## src/rtl/simplerisc_pkg.sv

```systemverilog
// -----------------------------------------------------------------------------
// simplerisc_pkg -- shared definitions for the SimpleRISC branch path.
//
// Contents:
//   PC_W, IMM_W, STATUS_W, COND_W, LINK_W : datapath widths
//   STATUS_Z / STATUS_N / STATUS_V        : bit indices inside the status word
//   cond_e                                : branch condition encodings
//   state_e                               : branch_unit FSM states
//   branch_target()                       : PC + sign-extended offset, mod 2^PC_W
//
// Configuration macro: BRANCH_UNIT_LINK_EN (COND_BL is only meaningful when the
// macro is defined; otherwise code 3'b111 decodes as reserved).
// -----------------------------------------------------------------------------
package simplerisc_pkg;

  localparam int PC_W     = 9;
  localparam int IMM_W    = 8;
  localparam int STATUS_W = 3;
  localparam int COND_W   = 3;
  localparam int LINK_W   = 16;

  // Status word layout: {V, N, Z}
  localparam int STATUS_Z = 0;
  localparam int STATUS_N = 1;
  localparam int STATUS_V = 2;

  typedef enum logic [COND_W-1:0] {
    COND_B   = 3'b000,
    COND_BEQ = 3'b001,
    COND_BNE = 3'b010,
    COND_BLT = 3'b011,
    COND_BLE = 3'b100,
    COND_BL  = 3'b111
  } cond_e;

  typedef enum logic [1:0] {
    ST_IDLE   = 2'd0,
    ST_EVAL   = 2'd1,
    ST_COMMIT = 2'd2
  } state_e;

  // Target address: the offset is sign-extended to PC width and the sum simply
  // wraps, so branches across address 0 / 511 need no special handling.
  function automatic logic [PC_W-1:0] branch_target(
    input logic [PC_W-1:0]  pc,
    input logic [IMM_W-1:0] imm
  );
    logic [PC_W-1:0] imm_ext;
    imm_ext = {{(PC_W-IMM_W){imm[IMM_W-1]}}, imm};
    return pc + imm_ext;
  endfunction

endpackage

```

## src/rtl/cond_eval.sv

```systemverilog
// -----------------------------------------------------------------------------
// cond_eval -- combinational branch-condition evaluator.
//
// Ports:
//   cond   in  3  branch condition code (see simplerisc_pkg::cond_e)
//   status in  3  status flags {V, N, Z}
//   taken  out 1  1 when the branch should be taken
//
// Configuration macro: BRANCH_UNIT_LINK_EN -- when defined, code 3'b111 is BL
// (always taken); otherwise it is reserved and never taken. Codes 101/110 are
// always reserved and never taken.
// -----------------------------------------------------------------------------
module cond_eval
  import simplerisc_pkg::*;
(
  input  logic [COND_W-1:0]   cond,
  input  logic [STATUS_W-1:0] status,
  output logic                taken
);

  logic flag_z;
  logic flag_lt;

  assign flag_z  = status[STATUS_Z];
  // Signed less-than after a compare: negative result unless it overflowed.
  assign flag_lt = status[STATUS_N] ^ status[STATUS_V];

  always_comb begin
    taken = 1'b0;
    case (cond)
      COND_B:   taken = 1'b1;
      COND_BEQ: taken = flag_z;
      COND_BNE: taken = ~flag_z;
      COND_BLT: taken = flag_lt;
      COND_BLE: taken = flag_lt | flag_z;
`ifdef BRANCH_UNIT_LINK_EN
      COND_BL:  taken = 1'b1;
`endif
      default:  taken = 1'b0;
    endcase
  end

endmodule

```

## src/rtl/branch_unit.sv

```systemverilog
// -----------------------------------------------------------------------------
// branch_unit -- conditional branch resolution for the SimpleRISC core.
//
// A request is accepted in IDLE (br_valid & br_ready), its fields and the
// status value from before the accept edge are captured, the condition is
// resolved in EVAL, and the target is presented in COMMIT with a one-cycle
// load_pc pulse. Accept-to-load_pc latency is 2 cycles; one branch per 3.
//
// Ports:
//   clk       in  1   clock, rising edge
//   reset     in  1   asynchronous, active-high reset
//   Z_in      in  3   ALU flags {V, N, Z}
//   loads     in  1   load Z_in into the status register this edge
//   br_valid  in  1   branch request valid
//   br_ready  out 1   ready for a request (IDLE only)
//   cond      in  3   condition code
//   imm8      in  8   signed branch offset
//   pc_in     in  9   PC of the following instruction
//   pc_next   out 9   resolved PC, valid while load_pc is high
//   load_pc   out 1   one-cycle PC load strobe
//   taken     out 1   branch taken, valid with load_pc
//   status    out 3   status register {V, N, Z}
//   link_out  out 16  (BRANCH_UNIT_LINK_EN only) zero-extended captured pc_in
//   link_we   out 1   (BRANCH_UNIT_LINK_EN only) link write strobe for BL
//
// Configuration macro: BRANCH_UNIT_LINK_EN (adds BL and the link ports).
// -----------------------------------------------------------------------------
module branch_unit
  import simplerisc_pkg::*;
(
  input  logic                clk,
  input  logic                reset,
  input  logic [STATUS_W-1:0] Z_in,
  input  logic                loads,
  input  logic                br_valid,
  output logic                br_ready,
  input  logic [COND_W-1:0]   cond,
  input  logic [IMM_W-1:0]    imm8,
  input  logic [PC_W-1:0]     pc_in,
  output logic [PC_W-1:0]     pc_next,
  output logic                load_pc,
  output logic                taken,
  output logic [STATUS_W-1:0] status
`ifdef BRANCH_UNIT_LINK_EN
  ,
  output logic [LINK_W-1:0]   link_out,
  output logic                link_we
`endif
);

  state_e               state_reg;
  state_e               state_next;
  logic                 accept;

  logic [STATUS_W-1:0]  status_reg;
  logic [COND_W-1:0]    cond_reg;
  logic [IMM_W-1:0]     imm_reg;
  logic [PC_W-1:0]      pc_reg;
  logic [STATUS_W-1:0]  stat_cap_reg;

  logic [PC_W-1:0]      pc_next_reg;
  logic                 taken_reg;
  logic                 eval_taken;

  // ---------------------------------------------------------------------------
  // Status register: follows loads regardless of what the FSM is doing.
  // ---------------------------------------------------------------------------
  always_ff @(posedge clk or posedge reset) begin
    if (reset) begin
      status_reg <= '0;
    end else if (loads) begin
      status_reg <= Z_in;
    end
  end

  // ---------------------------------------------------------------------------
  // FSM
  // ---------------------------------------------------------------------------
  always_ff @(posedge clk or posedge reset) begin
    if (reset) begin
      state_reg <= ST_IDLE;
    end else begin
      state_reg <= state_next;
    end
  end

  always_comb begin
    state_next = state_reg;
    br_ready   = 1'b0;
    load_pc    = 1'b0;
    accept     = 1'b0;
    case (state_reg)
      ST_IDLE: begin
        br_ready = 1'b1;
        if (br_valid) begin
          accept     = 1'b1;
          state_next = ST_EVAL;
        end
      end
      ST_EVAL: begin
        state_next = ST_COMMIT;
      end
      ST_COMMIT: begin
        load_pc    = 1'b1;
        state_next = ST_IDLE;
      end
      default: begin
        state_next = ST_IDLE;
      end
    endcase
  end

  // ---------------------------------------------------------------------------
  // Request capture. status_reg is sampled with the same edge that may also
  // load it, so a coincident loads never affects the branch being accepted.
  // ---------------------------------------------------------------------------
  always_ff @(posedge clk or posedge reset) begin
    if (reset) begin
      cond_reg     <= '0;
      imm_reg      <= '0;
      pc_reg       <= '0;
      stat_cap_reg <= '0;
    end else if (accept) begin
      cond_reg     <= cond;
      imm_reg      <= imm8;
      pc_reg       <= pc_in;
      stat_cap_reg <= status_reg;
    end
  end

  cond_eval u_cond_eval (
    .cond   (cond_reg),
    .status (stat_cap_reg),
    .taken  (eval_taken)
  );

  // ---------------------------------------------------------------------------
  // Result registers, written on the EVAL->COMMIT edge. They hold afterwards,
  // but are only meaningful while load_pc is high.
  // ---------------------------------------------------------------------------
  always_ff @(posedge clk or posedge reset) begin
    if (reset) begin
      pc_next_reg <= '0;
      taken_reg   <= 1'b0;
    end else if (state_reg == ST_EVAL) begin
      taken_reg   <= eval_taken;
      pc_next_reg <= eval_taken ? branch_target(pc_reg, imm_reg) : pc_reg;
    end
  end

  assign pc_next = pc_next_reg;
  assign taken   = taken_reg;
  assign status  = status_reg;

`ifdef BRANCH_UNIT_LINK_EN
  // Return address is the captured pc_in; the link register is only written
  // for BL, in the same cycle the PC is loaded.
  assign link_out = {{(LINK_W-PC_W){1'b0}}, pc_reg};
  assign link_we  = load_pc && (cond_reg == COND_BL);
`endif

  // ---------------------------------------------------------------------------
  // Protocol properties
  // ---------------------------------------------------------------------------
  a_load_pc_single: assert property (
    @(posedge clk) disable iff (reset) load_pc |=> !load_pc
  );

  a_eval_to_commit: assert property (
    @(posedge clk) disable iff (reset) (state_reg == ST_EVAL) |=> (state_reg == ST_COMMIT)
  );

  a_ready_only_idle: assert property (
    @(posedge clk) disable iff (reset) br_ready |-> (state_reg == ST_IDLE)
  );

endmodule

```

## config.mk

```make
export PLATFORM = sky130hd
export DESIGN_NAME = branch_unit
export DESIGN_NICKNAME = d
export VERILOG_FILES = /design/src/rtl/simplerisc_pkg.sv /design/src/rtl/cond_eval.sv /design/src/rtl/branch_unit.sv
export SDC_FILE = /design/constraint.sdc
export NUM_CORES = 1
export LEC_CHECK = 0
export ABC_CLOCK_PERIOD_IN_PS = 4050
export CORE_MARGIN = 3
export CORE_UTILIZATION = 50
export CTS_CLUSTER_SIZE = 24
export DETAILED_ROUTE_END_ITERATION = 6
export GPL_ROUTABILITY_DRIVEN = 1
export PLACE_DENSITY = 0.89
export SETUP_SLACK_MARGIN = 0.4
export SLEW_MARGIN = 10
export SYNTH_ARGS = -nofsm -noshare
export SYNTH_HDL_FRONTEND = slang
export SYNTH_SLANG_ARGS = --single-unit
```

## constraint.sdc

```tcl
create_clock -name clk -period 4.05 [get_ports clk]
set_input_delay 0.81 -clock clk [delete_from_list [all_inputs] [get_ports clk]]
set_output_delay 0.81 -clock clk [all_outputs]
set_load 0.01 [all_outputs]
```

==> results_dict.tcl <==
set metrics [dict create \
    status "completed" \
    worst_pin_slew_ns 1.06 \
    crit_path_end_kind "flop" \
    synth-edff-count 0 \
    cp.required_ns 4.23 \
    tns_ns 0 \
    grt_pass1_vias 1497 \
    avgRoutedWirePerCell_um 14.8 \
    synth_simple_gate_area_share 0.106 \
    cts.sinks 38 \
    antenna_left 0 \
    synthAdderAreaFrac 0.0622 \
    clock.fmax_mhz 427 \
    core_area_mm2 0.00352 \
    hold_class "reg -> reg" \
    fillerInstances 289 \
    numPortBuffers 41 \
    worst_slack_ns 1.71 \
    overflow 0 \
    ys_ff_latch 38 \
    htree_levels 2 \
    grt_pass1_wl_mm 6.67 \
    async_flop_share 1.00 \
    critPathKind "in -> reg" \
    drive_above_1_share 0.171 \
    antenna_found_initial 0 \
    cts_root_buffer "clkbuf_8" \
    setup-violations-final 0 \
    synth_warnings 0 \
    cts_tree "yes" \
    synth.area.mux_share 0.146 \
    num_vias 1451 \
    hold_buffers 0 \
    period_minus_slack_ns 2.34 \
    drt_drc_violations_left 0 \
    crit_fanout 25 \
    io_pins 42 \
    final_cell_mix "clkdlybuf4s50_1, dfrtp_1, mux2_2" \
    cts.clk_slew.worst_paths_ns 0.07 \
    cts_resized 0 \
    crit_slowest_cell "and2_1" \
    vias_per_cell 5.52 \
    rows 21 \
    synth-seq-area-share 0.493 \
    worst_setup_path_start_kind "input port" \
    gp_congestion 0.899 \
    die_h_um 68.1 \
    synth_xor_area_frac 0.00907 \
    syn_to_final_growth_pct 28.4 \
    drt_iter0_drc 41 \
    avgSynthCellArea_um2 11.2 \
    post-route-period-util 0.579 \
    final_common_cell "clkdlybuf4s50_1" \
    num_antenna_cells 0 \
    drv_slew 0 \
    p_leak_nw 1.09 \
    first_pass_iters 4 \
    synth_area_leaders "dfrtp_1, mux2_2, ha_1" \
    hpwl_mm 2.89 \
    vdd_drop_max_mv 0.283 \
    cts_buffer_depth 2 \
    insertion_delay_ns 0.29 \
    cp.arrival_ns 2.52 \
    track_usage 0.197 \
    critPathTopFamily "simple AND/OR/NAND/NOR gates" \
    netlist-cell-type-count 42 \
    slew_headroom 0.295 \
    final_nets 252 \
    multi_input_area_um2 927 \
    dp_slack_ns 1.39 \
    max_stage_delay_ns 0.82 \
    path_buf_inv 1 \
    cts_buffers 5 \
    synth_area_leader_cell "dfrtp_1" \
    regArea_um2 951 \
    p_per_area_mw_per_mm2 612 \
    synth_top_area_frac 0.493 \
    cp_cell_sequence "clkdlybuf4s50_1 > and2_1 > mux2_2" \
    initial_core_util 0.548 \
    synthCells 172 \
    skew_ns 0.00871 \
    synth_nets 208 \
    rsz0062_at_grt "false" \
    synthFlopType "dfrtp_1" \
    synth_top_family_by_area "compound AO/OA/AOI/OAI gates" \
    synth-compound-area-share 0.157 \
    die_area_mm2 0.00464 \
    final_hold_viol_count 0 \
    synth_area_mm2 0.00193 \
    die_w_um 68.1 \
    cts_setup_buffers 0 \
    cap_violations 0 \
    wirelength_mm 3.88 \
    grt_max_degree 39 \
]
==> layer usage <==
layer | wire length [µm] | vias up | track usage
met5 | 0 | - | 0
met3 | 211 | 8 | 0.0591
met1 | 1630 | 698 | 0.214
met4 | 61 | 0 | 0.0744
met2 | 1980 | 38 | 0.357
li1 | - | 707 | -
==> worst reg2reg max path, delay by kind of cell, from the launching register on <==
family	cells	cell delay [ns]
fa+ha+maj	2	0.50
flops	1	0.39
buf+inv	1	0.08
simple gates	2	0.53
compound gates	3	0.72
==> synthesized netlist by cell type (2+ instances only) <==
library cell	number
nand2b_1	2
o311ai_0	2
mux2i_1	2
clkbuf_1	3
a21o_1	4
nand2_1	16
a31oi_1	5
dfrtp_1	38
nand3_1	2
a211oi_1	4
a21oi_1	8
inv_1	7
nor3_1	2
ha_1	8
buf_2	3
o21ai_0	9
mux2_2	22
nor2_1	10
and2_1	2
==> report_power, final <==
part	internal (mW)	switching, mW
Sequential	0.495	0.0798
Clock	0.137	0.127
Combinational	0.356	0.322
==> final cells by class <==
type	instances	share of cell area
Sequential cell	38	0.384
Multi-Input combinational cell	121	0.374
Timing Repair Buffer	43	0.172
Clock buffer	7	0.0348
Tap cell	46	0.0232
Inverter	7	0.0106
Clock inverter	1	0.00202
==> per-stage QoR <==
stage,power (mW),util,std cells,cell area [µm²],hold slack (ns)
floorplan,1.02,-,172,1930,0.487
global placement,1.23,0.678,255,2390,0.465
detailed placement,1.26,0.678,255,2390,0.474
CTS,1.53,0.704,263,2480,0.490
global route,1.64,0.704,263,2480,0.523
finish,1.52,0.704,263,2480,0.486
==> path summary, 6_finish.rpt <==
check / from / to / slack, ns / cells past startpoint
setup / recovery: br_valid / imm_reg[0]$_DFFE_PP0P_ / 1.71 / 3
hold reg to reg: taken$_DFFE_PP0N_ / taken$_DFFE_PP0N_ / 0.49 / 2
min in group asynchronous: reset / pc_next[4]$_DFFE_PP0N_ / 0.92 / 3
setup reg to reg: imm_reg[0]$_DFFE_PP0P_ / pc_next[8]$_DFFE_PP0N_ / 1.76 / 8
max in group asynchronous: reset / pc_reg[7]$_DFFE_PP0P_ / 2.79 / 3
hold / removal: taken$_DFFE_PP0N_ / taken$_DFFE_PP0N_ / 0.49 / 2
==> logic make-up (layout without fill, tap and decap cells) <==
family                   after synthesis  after routing
buffers and inverters                 13             58
multiplexers                          25             25
AO/OA/AOI/OAI                         44             44
adder cells (fa/ha/maj)                9              9
AND/OR/NAND/NOR                       41             41
XOR/XNOR                               2              2
flip-flops                            38             38
Note: power is estimated with default switching activity, not from simulation.
==> RTL change 1 (same settings) <==
The 3 states of `state_e` get a one-hot encoding in 3 bits.
--- a/src/rtl/simplerisc_pkg.sv
+++ b/src/rtl/simplerisc_pkg.sv
@@ -34,8 +34,8 @@
   } cond_e;
 
-  typedef enum logic [1:0] {
-    ST_IDLE   = 2'd0,
-    ST_EVAL   = 2'd1,
-    ST_COMMIT = 2'd2
+  typedef enum logic [2:0] {
+    ST_IDLE   = 3'b001,
+    ST_EVAL   = 3'b010,
+    ST_COMMIT = 3'b100
   } state_e;
 
Behaviour: same outputs for any inputs over 10 cycles, from zero or initial values and one cycle with reset high; not proved beyond that.
==> RTL change 1 against the original RTL <==
Global-route usage down 0.21 points. Setup slack worse by 0.099 ns. Routed wire length up 2.0%. Worst hold slack better by 0.018 ns. Clock power up 42%. Highest routed layer unchanged. Sequential cell count up 1. Synthesized cell count unchanged. Cell area up 3.9%. Total power up 50%. Area after synthesis up 2.5%. Sequential share of layout area down 0.43 points. Final cell count up 1.1%.
==> RTL change 1: results (changes against the original RTL) <==
status:
  status: "finished, final reports clean"
synth:
  synth_area_leaders: "dfrtp_1 (48%), mux2_2 (14%), ha_1 (5.1%)"
  synth_nets: 208  # unchanged
  synth_fa_ha_area_frac: 0.06068  # -0.001534
  synth_cell_types: 43  # +2.4%
  synth.top_cells.by_count: "dfrtp_1 (38), mux2_2 (24), nand2_1 (12)"
  synth_xor_area_frac: 0.008850  # -0.0002237
  synth_compound_area_frac: 0.1372  # -0.01967
  yosysSeqAreaShare: 0.4937  # +0.001132
  muxShareOfSynthArea: 0.1523  # +0.005871
  synth_warnings: 0  # unchanged
clock_tree:
  cts_resized: 0  # unchanged
global_routing:
  grt_pass1_wl_um: 6679  # +0.10%
  grt_max_degree: 40  # +2.6%
  track_usage: 0.1950  # -0.002096
detailed_routing:
  drt_iter0_drc: 117  # +190%
  num_vias: 1482  # +2.1%
  drt_wl_total_um: 3960  # +2.0%
  first_pass_iters: 4  # unchanged
worst_setup_path:
  critPathMaxFanout: 3  # -88%
  arrival_ns: 1.63  # -0.89 ns
pwr:
  power.internal_mw: 1.424  # +44%
  leakagePower_nw: 1.106  # +1.9%
  ir_worst_vdd_uv: 443.1  # +57%
placement:
  dpl.hpwl_um: 2933  # +1.5%
  finalWeightedCongestion: 0.8757  # -2.6%
cells_and_area:
  fin_nets: 253  # +0.40%
  drive_gt1_frac: 0.1881  # +0.01757
sta:
  worstMarginPinSlew_ns: 0.9760  # -0.08124 ns
  fin_worst_skew_ns: 0.008102  # -0.0006028 ns
RTL change 1: cell types whose count changed in the layout (fill, tap and decap cells not counted), sizes merged, moves of 2 or more:
cell    unedited run  this run
nor3b              0         3
nand2             16        12
mux2              23        25
inv                7         4
o311ai             2         0
a211oi             4         2
bufinv             0         2
o21ai             10         7
nand3              2         7
nand2b             2         4
RTL change 1: layer usage:
metal | vias to the layer above | part of all wire | GRT usage
met5 | - | 0 | 0
met4 | 0 | 0.011 | 0.05839
met2 | 50 | 0.51 | 0.3357
li1 | 715 | - | -
met1 | 711 | 0.42 | 0.2271
met3 | 6 | 0.059 | 0.06969
RTL change 1: path summary, 6_finish.rpt:
| kind | startpoint | to | slack (ns) | cells after the start |
|---|---|---|---|---|
| min in group asynchronous | reset | stat_cap_reg[2] | 0.94 | 3 |
| worst min register to register | pc_next[1] | pc_next[1] | 0.50 | 1 |
| worst max-delay path | state_reg[0] | br_ready | 1.61 | 2 |
| max in group asynchronous | reset | state_reg[0] | 2.75 | 3 |
| worst max register to register | pc_reg[0] | pc_next[8] | 1.75 | 8 |
| worst min-delay path | pc_next[1] | pc_next[1] | 0.50 | 1 |
RTL change 1: worst max-delay path: stages, from the launching register on:
cell and delay (ns):
dfstp_2 0.55, nor3b_1 0.22, clkdlybuf4s50_1 0.57
RTL change 1: cell type report:
type | instances | area (um^2)
clock buffer | 6 | 72.57
clock inverter | 2 | 60.06
fill | 307 | 1167
inverter | 4 | 15.01
multi-input combinational | 123 | 958.4
sequential | 39 | 977.2
tap | 48 | 60.06
timing repair buffer | 44 | 432.9
RTL change 1: power groups by stage:
stage | Sequential, mW | Clock (mW) | Combinational [mW]
floorplan | 0.703 | 0 | 0.856
global placement | 0.706 | 0 | 1.12
detailed placement | 0.720 | 0 | 1.17
CTS | 0.715 | 0.383 | 1.18
global route | 0.740 | 0.404 | 1.31
finish | 0.716 | 0.376 | 1.19
RTL change 1: kinds of logic (layout without fill, tap and decap cells):
kind of cell,Yosys count,count (layout)
flip-flops,39,39
XOR/XNOR,2,2
adder cells (fa/ha/maj),9,9
buffers and inverters,10,56
multiplexers,27,27
AO/OA/AOI/OAI,39,39
AND/OR/NAND/NOR,46,46
RTL change 1: metrics by stage:
| step | setup slack (ns) | hold WS [ns] | total power [mW] | area, um^2 | std cells |
|---|---|---|---|---|---|
| floorplan | 1.933 | 0.4874 | 1.560 | 1979 | 172 |
| global placement | 1.488 | 0.4743 | 1.830 | 2444 | 258 |
| detailed placement | 1.439 | 0.4905 | 1.890 | 2444 | 258 |
| CTS | 1.592 | 0.5086 | 2.282 | 2576 | 266 |
| global route | 1.516 | 0.5284 | 2.458 | 2576 | 266 |
| finish | 1.606 | 0.5037 | 2.277 | 2576 | 266 |
==> RTL change 2 (same settings) <==
Without the edit above. Add a define of `BRANCH_UNIT_LINK_EN`.
--- a/src/rtl/cond_eval.sv
+++ b/src/rtl/cond_eval.sv
@@ -11,4 +11,6 @@
 // always reserved and never taken.
 // -----------------------------------------------------------------------------
+`define BRANCH_UNIT_LINK_EN
+
 module cond_eval
   import simplerisc_pkg::*;
Check against the original RTL (old outputs only; new: link_out and link_we): not equivalent (Yosys sat finds a counterexample within 4 cycles, from zero or initial values and one cycle with reset high).
==> RTL change 2 against the original RTL <==
Sequential cell count did not move. Total power rose by 12%. Via count rose by 4.8%. Setup slack got worse by 0.045 ns. Routed wire length rose by 6.9%. Global-route usage fell by 1.7 points. Final cell count rose by 6.8%. Register-to-register slack got worse by 0.04 ns. Critical endpoint is now link_we. Sequential share of layout area fell by 2.3 points. Area after synthesis rose by 4.1%. Critical path type is now reg2out. Cell area rose by 6.4%.
==> RTL change 2: results (changes against the original RTL) <==
status:
  status: "finished, final reports clean"
placement:
  portBuffers: 51  # +24%
  dpl.hpwl_um: 3101  # +7.4%
  finalWeightedCongestion: 0.8551  # -4.9%
clock_tree:
  clk_latency_ns: 0.29  # about the same
  cts_buffers: 5  # unchanged
  postCtsSetupRepairBufs: 0  # unchanged
  cts_max_level: 2  # unchanged
  cts_resized: 0  # unchanged
  ctsLongestPathBuffers: 2  # unchanged
synth:
  syn_inst: 181  # +5.2%
  async_flop_share: 1.000  # unchanged
  synth_area_leaders: "dfrtp_1 (47%), mux2_2 (13%), ha_1 (5.0%)"
  synth_compound_area_frac: 0.1301  # -0.02678
  synth.top_cells.by_count: "dfrtp_1 (38), mux2_2 (24), nand2_1 (15)"
  synth_xor_area_frac: 0.01742  # +0.008351
  synth_cell_types: 45  # +7.1%
  synthFlopType: "dfrtp_1"
  yosysSeqAreaShare: 0.4729  # -0.01962
  synth_fa_ha_area_frac: 0.05974  # -0.002478
  muxShareOfSynthArea: 0.1568  # +0.01035
detailed_routing:
  wl_met3_um: 231  # +9.5%
  viasPerCell: 5.413  # -1.9%
  wl_per_cell_um: 14.77  # about the same
  drt_wl_total_um: 4150  # +6.9%
  dr_wl_met2_um: 1991  # +0.81%
  drt_iter0_drc: 59  # +44%
  first_pass_iters: 4  # unchanged
  drt-met1-wl_um: 1867  # +14%
  highest_layer: "met4"
global_routing:
  grt_pass1_vias: 1462  # -2.3%
  antenna_found_initial: 0  # unchanged
  grt_max_degree: 39  # unchanged
  track_usage: 0.1798  # -0.01727
  grt_pass1_wl_um: 6851  # +2.7%
sta:
  fin_worst_skew_ns: 0.007251  # -0.001454 ns
  slew_headroom: 0.3056  # +0.01045
cells_and_area:
  drive_gt1_frac: 0.1674  # -0.003125
  fin_nets: 268  # +6.3%
  num-fill-cells: 282  # -2.4%
  diodes: 0  # unchanged
worst_setup_path:
  ff2ff_path_depth: 8  # unchanged
  critPathMaxFanout: 5  # -80%
  cpLargestDelayFamily: "buffers and inverters"
  r2r_start: "pc_reg[0]"
  reg2reg_slack_ns: 1.72  # -0.04 ns
  cpMaxStageDelayCell: "clkdlybuf4s50_1"
  slowest_delay_ns: 0.55  # -0.27 ns
  arrival_ns: 1.58  # -0.94 ns
  crit-reg2reg-capture: "pc_next[8]"
run:
  cap_viol_max_count: 0  # unchanged
worst_hold_path:
  hold_path_depth: 2  # unchanged
  hp-class: "reg2reg"
  hold-path-endpoint: "pc_next[3]"
  hp-start: "pc_next[3]"
pwr:
  ir_worst_vdd_uv: 422.9  # +50%
  leakagePower_nw: 1.135  # +4.5%
-- RTL change 2: cell count changes in the layout (fill, tap and decap cells not counted), moves of 3 or more --
| cell | before | now |
|---|---|---|
| clkdlybuf4s50_1 | 41 | 51 |
| conb_1 | 0 | 7 |
| o21ai_0 | 9 | 12 |
| nor2_1 | 10 | 6 |
| a21o_1 | 4 | 1 |
-- RTL change 2: final cells by class --
class                           count  area share
Sequential cell                    38      0.3607
Clock inverter                      3     0.01709
Multi-Input combinational cell    129      0.3683
Clock buffer                        5     0.02610
Inverter                            6    0.008543
Tap cell                           48     0.02278
Timing Repair Buffer               52      0.1965
-- RTL change 2: worst max path at each step --
stage | cells after the start | start | end | slack, ns
floorplan | 8 | pc_reg[0] | pc_next[8] | 1.88
global placement | 3 | br_valid | pc_reg[2] | 1.46
detailed placement | 3 | br_valid | pc_reg[5] | 1.42
CTS | 3 | cond_reg[0] | link_we | 1.65
global route | 3 | cond_reg[0] | link_we | 1.52
finish | 3 | cond_reg[0] | link_we | 1.66
-- RTL change 2: logic make-up after synthesis --
kind of cell,Yosys count
mux,28
buf+inv,20
fa+ha+maj,9
simple gates,42
xor+xnor,4
other cells,1
compound gates,39
flops,38
-- RTL change 2: metrics by stage --
stage / area [um^2] / hold WS [ns] / utilization / worst slack (ns)
final: 2636 / 0.4768 / 0.6991 / 1.661
after global routing: 2636 / 0.5190 / 0.6991 / 1.523
after CTS: 2636 / 0.4864 / 0.6991 / 1.651
after detailed placement: 2522 / 0.4705 / 0.6689 / 1.418
after global placement: 2522 / 0.4604 / 0.6689 / 1.458
after floorplan: 2033 / 0.4848 / - / 1.876
-- RTL change 2: report_power, final --
| group | internal, mW | switching (mW) | leakage, nW | total (mW) |
|---|---|---|---|---|
| combinational | 0.412 | 0.369 | 0.636 | 0.781 |
| sequential | 0.495 | 0.0936 | 0.448 | 0.588 |
| clock | 0.183 | 0.139 | 0.0504 | 0.322 |
| total | 1.09 | 0.602 | 1.13 | 1.69 |
-- RTL change 2: worst min-delay path: stages (launching register included) --
cell and delay [ns]:
dfrtp_1 0.34, nand2_1 0.04, o21ai_0 0.05
-- RTL change 2: layer usage --
layer	vias up	global-route usage
li1	732	-
met1	729	0.2402
met2	55	0.2765
met3	5	0.05217
met4	0	0.06725
met5	-	0
